## src/rtl/fas_pkg.sv

```systemverilog
// Shared constants, bin field helpers and scheduler state encoding for the
// FAS post-FFT peak search.
package fas_pkg;

  localparam int NUM_BINS = 16;
  localparam int BIN_W    = 32;
  localparam int MAG_W    = 32;
  localparam int IDX_W    = 4;

  typedef enum logic [1:0] {
    IDLE   = 2'd0,
    SCAN   = 2'd1,
    REPORT = 2'd2
  } state_t;

  function automatic logic signed [15:0] bin_re(input logic [BIN_W-1:0] bin);
    return bin[31:16];
  endfunction

  function automatic logic signed [15:0] bin_im(input logic [BIN_W-1:0] bin);
    return bin[15:0];
  endfunction

endpackage

```

## src/rtl/fas_peak_ctrl_if.sv

```systemverilog
// FFT-frame input and peak-report output bundle between the FFT datapath
// (master) and the peak scheduler (slave).
interface fas_peak_ctrl_if #(
  parameter int FRAME_CNT_W = 8
);
  import fas_pkg::*;

  logic                               fft_valid;
  logic [NUM_BINS-1:0][BIN_W-1:0]     fft_d;
  logic                               busy;
  logic                               done;
  logic [IDX_W-1:0]                   freq;
  logic [MAG_W-1:0]                   peak_mag;
  logic [FRAME_CNT_W-1:0]             frame_cnt;
  logic                               overrun;

  modport master (
    output fft_valid, fft_d,
    input  busy, done, freq, peak_mag, frame_cnt, overrun
  );

  modport slave (
    input  fft_valid, fft_d,
    output busy, done, freq, peak_mag, frame_cnt, overrun
  );

endinterface

```

## src/rtl/fas_bin_mag.sv

```systemverilog
// Combinational squared magnitude of one FFT bin: re^2 + im^2 as a 32-bit
// unsigned value (largest result 2^31, so no wrap).
module fas_bin_mag
  import fas_pkg::*;
(
  input  logic [BIN_W-1:0] bin,
  output logic [MAG_W-1:0] mag
);

  logic signed [31:0] re_x;
  logic signed [31:0] im_x;
  logic signed [31:0] re_sq;
  logic signed [31:0] im_sq;

  assign re_x  = 32'(bin_re(bin));
  assign im_x  = 32'(bin_im(bin));
  assign re_sq = re_x * re_x;
  assign im_sq = im_x * im_x;
  // Each square is at most 2^30; summing as unsigned keeps the 2^31 corner exact.
  assign mag   = $unsigned(re_sq) + $unsigned(im_sq);

endmodule

```

## src/rtl/fas_peak_ctrl.sv

```systemverilog
// Post-FFT scheduler: scans the 16 captured bins one per cycle, reports the
// strongest bin, and arbitrates back-to-back frames with a one-deep pending slot.
module fas_peak_ctrl
  import fas_pkg::*;
#(
  parameter int          NUM_BINS    = 16,
  parameter int unsigned SKIP_DC     = 0,
  parameter int          FRAME_CNT_W = 8
) (
  input  logic            clk,
  input  logic            rst_n,
  fas_peak_ctrl_if.slave  bus
);

  localparam logic [IDX_W-1:0] LAST_IDX  = IDX_W'(NUM_BINS - 1);
  localparam logic [IDX_W-1:0] FIRST_IDX = IDX_W'(SKIP_DC != 0);

  state_t                         state;
  state_t                         state_nxt;
  logic [fas_pkg::NUM_BINS-1:0][BIN_W-1:0] frame_buf;
  logic [IDX_W-1:0]               idx;
  logic [IDX_W-1:0]               best_idx;
  logic [MAG_W-1:0]               best_mag;
  logic [MAG_W-1:0]               mag;
  logic [IDX_W-1:0]               best_idx_nxt;
  logic [MAG_W-1:0]               best_mag_nxt;
  logic                           take;
  logic                           capture;
  logic                           scan_last;
  logic                           pending;
  logic                           busy;
  logic                           done;
  logic [IDX_W-1:0]               freq;
  logic [MAG_W-1:0]               peak_mag;
  logic [FRAME_CNT_W-1:0]         frame_cnt;
  logic                           overrun;

  fas_bin_mag u_bin_mag (
    .bin (frame_buf[idx]),
    .mag (mag)
  );

  // NOTE: every always_ff here uses non-blocking assignments so all state
  // updates on an edge see the same pre-edge values.
  always_ff @(posedge clk or negedge rst_n) begin
    if (!rst_n) state <= IDLE;
    else        state <= state_nxt;
  end

  // NOTE: defaults first so no path through the case leaves an output
  // unassigned, which would infer a latch.
  always_comb begin
    state_nxt = state;
    case (state)
      IDLE:    if (bus.fft_valid) state_nxt = SCAN;
      SCAN:    if (idx == LAST_IDX) state_nxt = REPORT;
      REPORT:  state_nxt = (pending || bus.fft_valid) ? SCAN : IDLE;
      default: state_nxt = IDLE;
    endcase
  end

  always_comb begin
    busy = 1'b0;
    done = 1'b0;
    case (state)
      SCAN:    busy = 1'b1;
      REPORT:  begin busy = 1'b1; done = 1'b1; end
      default: ;
    endcase
  end

  // The first candidate is taken unconditionally, so an all-zero frame still
  // reports the lowest eligible bin; later bins must be strictly larger.
  assign take         = (idx == FIRST_IDX) || ((idx > FIRST_IDX) && (mag > best_mag));
  assign best_idx_nxt = take ? idx : best_idx;
  assign best_mag_nxt = take ? mag : best_mag;
  assign capture      = ((state == IDLE) && bus.fft_valid) ||
                        ((state == REPORT) && (pending || bus.fft_valid));
  assign scan_last    = (state == SCAN) && (idx == LAST_IDX);

  // NOTE: the frame buffer carries no reset; it is always rewritten at capture
  // before any bin is read, so resetting it would only cost logic.
  always_ff @(posedge clk) begin
    if (capture) frame_buf <= bus.fft_d;
  end

  always_ff @(posedge clk or negedge rst_n) begin
    if (!rst_n) begin
      idx       <= '0;
      best_idx  <= '0;
      best_mag  <= '0;
      freq      <= '0;
      peak_mag  <= '0;
      frame_cnt <= '0;
      pending   <= 1'b0;
      overrun   <= 1'b0;
    end else begin
      if (capture) begin
        idx      <= '0;
        best_idx <= '0;
        best_mag <= '0;
      end else if (state == SCAN) begin
        idx      <= idx + 1'b1;
        best_idx <= best_idx_nxt;
        best_mag <= best_mag_nxt;
      end

      // Results land on the edge into REPORT so they are valid alongside done.
      if (scan_last) begin
        freq      <= best_idx_nxt;
        peak_mag  <= best_mag_nxt;
        frame_cnt <= frame_cnt + 1'b1;
      end

      if (state == SCAN && bus.fft_valid) begin
        if (pending) overrun <= 1'b1;
        else         pending <= 1'b1;
      end else if (state == REPORT) begin
        pending <= 1'b0;
      end
    end
  end

  assign bus.busy      = busy;
  assign bus.done      = done;
  assign bus.freq      = freq;
  assign bus.peak_mag  = peak_mag;
  assign bus.frame_cnt = frame_cnt;
  assign bus.overrun   = overrun;

endmodule
```

## src/flat_wrapper.sv

```systemverilog
// flat-port wrapper written by rule: the top's interface ports become plain ports
module fas_peak_ctrl_flat import fas_pkg::*;
#(
  parameter int          NUM_BINS    = 16,
  parameter int unsigned SKIP_DC     = 0,
  parameter int          FRAME_CNT_W = 8
)
  (clk, rst_n, bus_fft_valid, bus_fft_d, bus_busy, bus_done, bus_freq, bus_peak_mag, bus_frame_cnt, bus_overrun);
  fas_peak_ctrl_if #(.FRAME_CNT_W(FRAME_CNT_W)) bus_i ();
  input  logic clk;
  input  logic rst_n;
  input wire logic [$bits(bus_i.fft_valid)-1:0] bus_fft_valid;
  input wire logic [$bits(bus_i.fft_d)-1:0] bus_fft_d;
  output wire logic [$bits(bus_i.busy)-1:0] bus_busy;
  output wire logic [$bits(bus_i.done)-1:0] bus_done;
  output wire logic [$bits(bus_i.freq)-1:0] bus_freq;
  output wire logic [$bits(bus_i.peak_mag)-1:0] bus_peak_mag;
  output wire logic [$bits(bus_i.frame_cnt)-1:0] bus_frame_cnt;
  output wire logic [$bits(bus_i.overrun)-1:0] bus_overrun;
  assign bus_i.fft_valid = bus_fft_valid;
  assign bus_i.fft_d = bus_fft_d;
  assign bus_busy = bus_i.busy;
  assign bus_done = bus_i.done;
  assign bus_freq = bus_i.freq;
  assign bus_peak_mag = bus_i.peak_mag;
  assign bus_frame_cnt = bus_i.frame_cnt;
  assign bus_overrun = bus_i.overrun;
  fas_peak_ctrl #(.NUM_BINS(NUM_BINS), .SKIP_DC(SKIP_DC), .FRAME_CNT_W(FRAME_CNT_W)) u_core (.clk(clk), .rst_n(rst_n), .bus(bus_i));
endmodule
```

## config.mk

```make
export PLATFORM = sky130hd
export DESIGN_NAME = fas_peak_ctrl_flat
export DESIGN_NICKNAME = d
export VERILOG_FILES = /design/src/rtl/fas_pkg.sv /design/src/rtl/fas_peak_ctrl_if.sv /design/src/rtl/fas_bin_mag.sv /design/src/rtl/fas_peak_ctrl.sv /design/src/flat_wrapper.sv
export SDC_FILE = /design/constraint.sdc
export NUM_CORES = 2
export LEC_CHECK = 0
export ABC_CLOCK_PERIOD_IN_PS = 16900
export CAP_MARGIN = 10
export CELL_PAD_IN_SITES_DETAIL_PLACEMENT = 1
export CELL_PAD_IN_SITES_GLOBAL_PLACEMENT = 1
export CORE_MARGIN = 5
export CORE_UTILIZATION = 42
export CTS_CLUSTER_SIZE = 8
export DETAILED_ROUTE_END_ITERATION = 16
export PLACE_DENSITY_LB_ADDON = 0.25
export SETUP_SLACK_MARGIN = 0.4
export SLEW_MARGIN = 25
export SYNTH_ARGS = -nofsm -noshare
export SYNTH_HDL_FRONTEND = slang
export SYNTH_SLANG_ARGS = --single-unit
```

## constraint.sdc

```tcl
create_clock -name clk -period 16.9 [get_ports clk]
set_clock_uncertainty 0.05 [all_clocks]
set_input_delay 1.69 -clock clk [delete_from_list [all_inputs] [get_ports clk]]
set_output_delay 1.69 -clock clk [all_outputs]
set_load 0.01 [all_outputs]
```

Word-level counts from Yosys, hierarchy flattened
Index checks and enable logic that the tools add are counted.
{"block": "word_totals", "ff_bits": 600, "input_bits": 515, "out_inout_bits": 47, "word_cells": 71}
{"block": "op_classes", "addsub": 3, "n_eq_ne": 5, "n_reduce_logical": 15, "multipliers": 2, "n_lt_le_gt_ge": 3, "n_mux": 18}
{"cell": "$bmux W32 S4", "n": 1}
{"cell": "$mux W32", "n": 4}
{"cell": "$mul A16 B16 Y32", "n": 2}
{"cell": "$add A32 B32 Y32", "n": 1}
{"cell": "$gt A32 B32 Y1", "n": 1}
{"cell": "$mux W4", "n": 5}
{"cell": "$add A8 B1 Y8 const B", "n": 1}
{"cell": "$pmux W2 S3", "n": 1}
{"cell": "$logic_and A1 B1 Y1", "n": 5}
{"cell": "$lt A4 B5 Y1 const B", "n": 1}
{"cell": "$mux W1", "n": 5}
{"cell": "$add A4 B1 Y4 const B", "n": 1}
{"cell": "$eq A4 B4 Y1 const B", "n": 1}
{"cell": "$gt A4 B1 Y1 const B", "n": 1}
{"cell": "$logic_not A4 Y1", "n": 1}
{"cell": "$mux W2", "n": 2}
{"cell": "$ne A2 B2 Y1 const B", "n": 2}
{"cell": "$reduce_and A2 Y1", "n": 2}
{"cell": "$reduce_bool A2 Y1", "n": 2}
{"cell": "$logic_or A1 B1 Y1", "n": 3}
{"cell": "$eq A2 B1 Y1 const B", "n": 1}
{"cell": "$eq A2 B2 Y1 const B", "n": 1}
{"cell": "$logic_not A2 Y1", "n": 1}
{"cell": "$reduce_or A2 Y1", "n": 1}

Depth between registers and ports, before layout
{"block": "depth", "ltp_word": 10, "mapped_depth": 46}

Modules after synthesis
Synthesis repeated with hierarchy kept, for this count alone.
{"block": "hier_totals", "hier_cells": 3098, "area_unflattened_um2": 41626.2}
{"module": "fas_peak_ctrl", "area_each_um2": 24123.1, "n_inst": 1, "cells_each": 1267}
{"module": "fas_bin_mag", "area_each_um2": 17503.0, "n_inst": 1, "cells_each": 1831}

Worst setup path before layout
No wires, ideal clock.
{"block": "synth_path", "path_type": "input to register", "from": "input port bus_fft_valid", "to": "register u_core.frame_buf[0] (netlist name), enable pin", "path_stages": 3, "slack_ns": -0.121, "arrival_time_ns": 15.896, "cell_sequence": "o21ai_0 > nand2_1 > clkbuf_1"}
{"block": "synth_between", "elab_chain_len": 3, "word_cells_on_any_way": 4, "cone_classes": "reduce/logical: 4"}
{"item": "start, declared", "line": "flat_wrapper.sv:12", "rtl": "input wire logic [$bits(bus_i.fft_valid)-1:0] bus_fft_valid;"}
{"item": "$logic_or A1 B1 Y1", "line": "fas_peak_ctrl.sv:78", "rtl": "((state == REPORT) && (pending || bus.fft_valid));"}
{"item": "$logic_and A1 B1 Y1", "line": "fas_peak_ctrl.sv:78"}
{"item": "$logic_or A1 B1 Y1 (*)", "line": "fas_peak_ctrl.sv:77", "rtl": "assign capture = ((state == IDLE) && bus.fft_valid) ||"}
{"item": "via u_core.capture", "line": "fas_peak_ctrl.sv:28", "rtl": "logic capture;"}
{"item": "end signal, assigned", "line": "fas_peak_ctrl.sv:84", "rtl": "if (capture) frame_buf <= bus.fft_d;"}
{"item": "end, declared", "line": "fas_peak_ctrl.sv:20", "rtl": "logic [fas_pkg::NUM_BINS-1:0][BIN_W-1:0] frame_buf;"}
The timed path passes the listed nets; every way through them passes the cells marked *.
A chain may end at the register's enable or synchronous reset.

Worst setup path in the final report
{"block": "layout_path", "from": "register u_core.idx[0]", "to": "register u_core.best_idx[2]"}
{"block": "layout_between", "elab_chain_len": 10, "word_cells_on_any_way": 13, "cone_classes": "add/sub: 1; mul: 2; order compare: 2; mux: 5; reduce/logical: 3"}
{"item": "start, declared", "line": "fas_peak_ctrl.sv:21", "rtl": "logic [IDX_W-1:0] idx;"}
{"item": "start signal, assigned", "line": "fas_peak_ctrl.sv:103", "rtl": "idx <= idx + 1'b1;"}
{"item": "$bmux W32 S4", "line": "fas_peak_ctrl.sv:39", "rtl": ".bin (frame_buf[idx]),"}
{"item": "$mux W32 (not written as such)", "line": "fas_peak_ctrl.sv:39"}
{"item": "$mul A16 B16 Y32 (on tied branches)", "line": "fas_bin_mag.sv:17, fas_bin_mag.sv:18"}
{"item": "$add A32 B32 Y32", "line": "fas_bin_mag.sv:20", "rtl": "assign mag = $unsigned(re_sq) + $unsigned(im_sq);"}
{"item": "$gt A32 B32 Y1", "line": "fas_peak_ctrl.sv:74", "rtl": "assign take = (idx == FIRST_IDX) || ((idx > FIRST_IDX) && (mag > best_mag));"}
{"item": "$logic_and A1 B1 Y1", "line": "fas_peak_ctrl.sv:74"}
{"item": "$logic_or A1 B1 Y1 (*)", "line": "fas_peak_ctrl.sv:74"}
{"item": "$mux W4 (*)", "line": "fas_peak_ctrl.sv:75", "rtl": "assign best_idx_nxt = take ? idx : best_idx;"}
{"item": "$mux W4 (*)", "line": "fas_peak_ctrl.sv:102", "rtl": "end else if (state == SCAN) begin"}
{"item": "$mux W4 (*)", "line": "fas_peak_ctrl.sv:98", "rtl": "if (capture) begin"}
{"item": "end signal, assigned", "line": "fas_peak_ctrl.sv:104", "rtl": "best_idx <= best_idx_nxt;"}
{"item": "end, declared", "line": "fas_peak_ctrl.sv:22", "rtl": "logic [IDX_W-1:0] best_idx;"}
Every way passes the cells marked *; elsewhere a longest branch is shown, timed or not. The select of a mux whose other input is x is not followed.

==> impl_metrics.ini <==
[routing]
wl_per_cell_um = 25.08
routed_wl_um = 125900
first_pass_iters = 5
via_per_inst = 5.128
drc_errors = 0
ant_nets = 0
drtIter0Drc = 1483
via_count = 25733

[critical_path]
startpoint = u_core.idx[0]$_DFFE_PN0P_
crit_type = reg2reg
slowest_stage = dfrtp_4
cp_num_buf_inv = 8
cp_common_cell = fa_1
r2r_start = u_core.idx[0]$_DFFE_PN0P_
critPathRequiredTime_ps = 17340
r2r_cells = 37
setup.worst_path.end = u_core.best_idx[2]$_DFFE_PN0P_
critical_path_arrival_ps = 13430
crit_fanout = 46
slowest_delay_ps = 1020
setup.worst_path.start_class = register
path_depth = 37
critPathCaptureType = register
rr_endpoint = u_core.best_idx[2]$_DFFE_PN0P_
r2r_setup_slack_ps = 3910
cp_top_family = adder cells

[clock_network]
cts_tree = yes
cts_setup_buffers = 0
cts_max_level = 3
cts_buffer_depth = 3
clock-sinks = 600
cts_hold_buf = 0
cts_resized = 0
cts_root_buffer = clkbuf_16
numCtsBuffers = 85
clkTransAtPathRegs_ps = 60
clkLatencyLatePin_ps = 650

[timing]
tns_ps = 0
final_hold_viol_count = 0
slew-limit-headroom = 0.3092
max_freq_ghz = 0.07698
rsz0062_at_grt = no
maxSlewViolCount = 0
fin_crit_sh = 0.7687
layout_setup_ws_ps = 3910
period_needed_ps = 12990
finalSetupViolations = 0
tightest_slew_ps = 1036

[logic_synthesis]
synth_top_area_frac = 0.3708
synth_warnings = 0
synth_edf_count = 512
syn_avg_cell_area_sq_um = 13.33
netlist_instances = 3110
async_reset_ff_frac = 0.1467
ys_types = 67
synth_top_area_cell = edfxtp_1
synth.ff_latch_count = 600
yosysSeqAreaShare = 0.4240
synth_nets = 4334
yosys-top-cells-area = edfxtp_1, fa_1, mux4_2
netlist_area_sq_um = 41460
ys.flop_type = edfxtp_1

[cells_and_area]
fillers = 9950
seqCellArea_sq_um = 17590
multiInputGateArea_sq_um = 20670
design_area_sq_um = 50900
postLayoutCoreUtil = 0.5187
drive_above_1_share = 0.1022
syn2layout_area_growth_pct = 22.77
final_nets = 4911

[die]
start_util = 0.4225
die_x_um = 324.2
core_area_sq_um = 98130
ios = 562
die_h_um = 324.2
rows = 115
die-area_sq_um = 105100

[grt]
grt_pass1_wl_um = 186600
grt_pass1_vias = 29605
grt_antenna_before_repair = 48
grt-ovfl-total = 0
grt_usage = 0.2420
grt_max_degree = 208

[placed_design]
place_ws_ps = 3797
dpl_cell_area_sq_um = 48430
place.gp.congestion = 0.8373
portBuffers = 561
place_hpwl_um = 100700

[min_path]
hp-class = reg2reg
worstHoldPathCells = 2

[job]
timing.max_cap.violations = 0

[outcome]
outcome = finished clean
[stage by stage]
| step | hold WS, ps | instances |
|---|---|---|
| after global placement | 418.9 | 4886 |
| after global routing | 468.9 | 5010 |
| final | 434.0 | 5018 |
| after CTS | 443.0 | 4994 |
| after floorplan | 439.4 | 3110 |
| after detailed placement | 431.4 | 4886 |
[worst reg2reg max path, delay by kind of cell (launching register included)]
kind / cells / cell delay [ps]
adder cells (fa/ha/maj): 10 / 5140
AND/OR/NAND/NOR: 10 / 2300
buffers and inverters: 8 / 2080
multiplexers: 3 / 1500
flip-flops: 1 / 1020
AO/OA/AOI/OAI: 6 / 740
[placed cells by master, fill, tap and decap left out, types with 4 or more instances in the layout]
master             n
o21ai_0           36
mux2i_1           45
ha_1             189
xnor2_1           54
nand2_1          223
inv_1            662
nor2_1           190
a31oi_1           13
a211oi_1           7
or2_2              5
a21o_1            12
a21oi_2            4
a21oi_1           76
mux2_2            16
dfrtp_1           84
buf_4             27
clkbuf_16         85
clkbuf_1          14
nand3_1           14
mux4_2           145
o21a_1            10
xor2_1            12
and2_1            10
clkinv_16          4
edfxtp_1         512
o21ai_1            8
and4_1             5
clkdlybuf4s50_1  560
nand4_1           12
nand2b_1           8
dfrtp_4            4
o21bai_1           4
diode_2           23
nor3_1            13
o21ai_2            6
fa_1             520
inv_2             60
[state kept, by name, indices dropped and copies added (netlist names), 2 cells and up]
register / flops
u_core.state: 2
u_core.idx: 4
u_core.bus.frame_cnt: 8
u_core.bus.freq: 4
u_core.frame_buf: 512
u_core.best_mag: 32
u_core.bus.peak_mag: 32
u_core.best_idx: 4
[cell families (layout without fill, tap and decap cells)]
kind of cell    Yosys count  count (layout)  synth area share
buf+inv                 822            1420           0.07780
fa+ha+maj               709             709            0.3081
flops                   600             600            0.4240
simple gates            501             501           0.05058
mux                     206             206           0.09398
compound gates          205             205           0.03121
xor+xnor                 67              67           0.01434
other cells               0              23                 0
[area by class of cell]
| class | count | area share |
|---|---|---|
| clock inverters | 9 | 0.003982 |
| flip-flops and latches | 600 | 0.3456 |
| inverters | 722 | 0.05324 |
| multi-input cells | 1688 | 0.4061 |
| clock buffers | 99 | 0.04282 |
| well taps | 1287 | 0.03164 |
| repair buffers | 590 | 0.1154 |
| diodes | 23 | 0.001131 |
[metal layers]
metal	GRT usage	wire [um]	vias to the layer above
met5	0	266	-
met4	0.06639	3192	36
met3	0.05991	7262	191
met2	0.4498	68950	695
met1	0.2787	46180	13515
li1	-	-	11296
[how the worst min path moves through the flow]
stage,from,to,slack [ps]
after floorplan,u_core.best_mag[24]$_DFFE_PN0P_,u_core.best_mag[24]$_DFFE_PN0P_,440
after global placement,u_core.bus.peak_mag[11]$_DFFE_PN0P_,u_core.bus.peak_mag[11]$_DFFE_PN0P_,420
after detailed placement,u_core.bus.peak_mag[11]$_DFFE_PN0P_,u_core.bus.peak_mag[11]$_DFFE_PN0P_,430
after CTS,u_core.bus.peak_mag[11]$_DFFE_PN0P_,u_core.bus.peak_mag[11]$_DFFE_PN0P_,440
after global routing,u_core.bus.peak_mag[5]$_DFFE_PN0P_,u_core.bus.peak_mag[5]$_DFFE_PN0P_,470
final,u_core.bus.peak_mag[9]$_DFFE_PN0P_,u_core.bus.peak_mag[9]$_DFFE_PN0P_,430
[cell usage after synthesis (9+ instances only)]
master	n
a21o_1	12
a21oi_1	76
a31oi_1	13
and2_1	11
buf_2	43
buf_4	9
clkbuf_1	33
dfrtp_1	88
edfxtp_1	512
fa_1	520
ha_1	189
inv_1	662
inv_2	60
mux2_2	16
mux2i_1	45
mux4_2	145
nand2_1	224
nand3_1	14
nand4_1	12
nor2_1	190
nor3_1	13
o21a_1	10
o21ai_0	36
xnor2_1	54
xor2_1	12
Power is not shown: default switching activity piles up to over one toggle a cycle in this logic, so the estimate is an artifact.
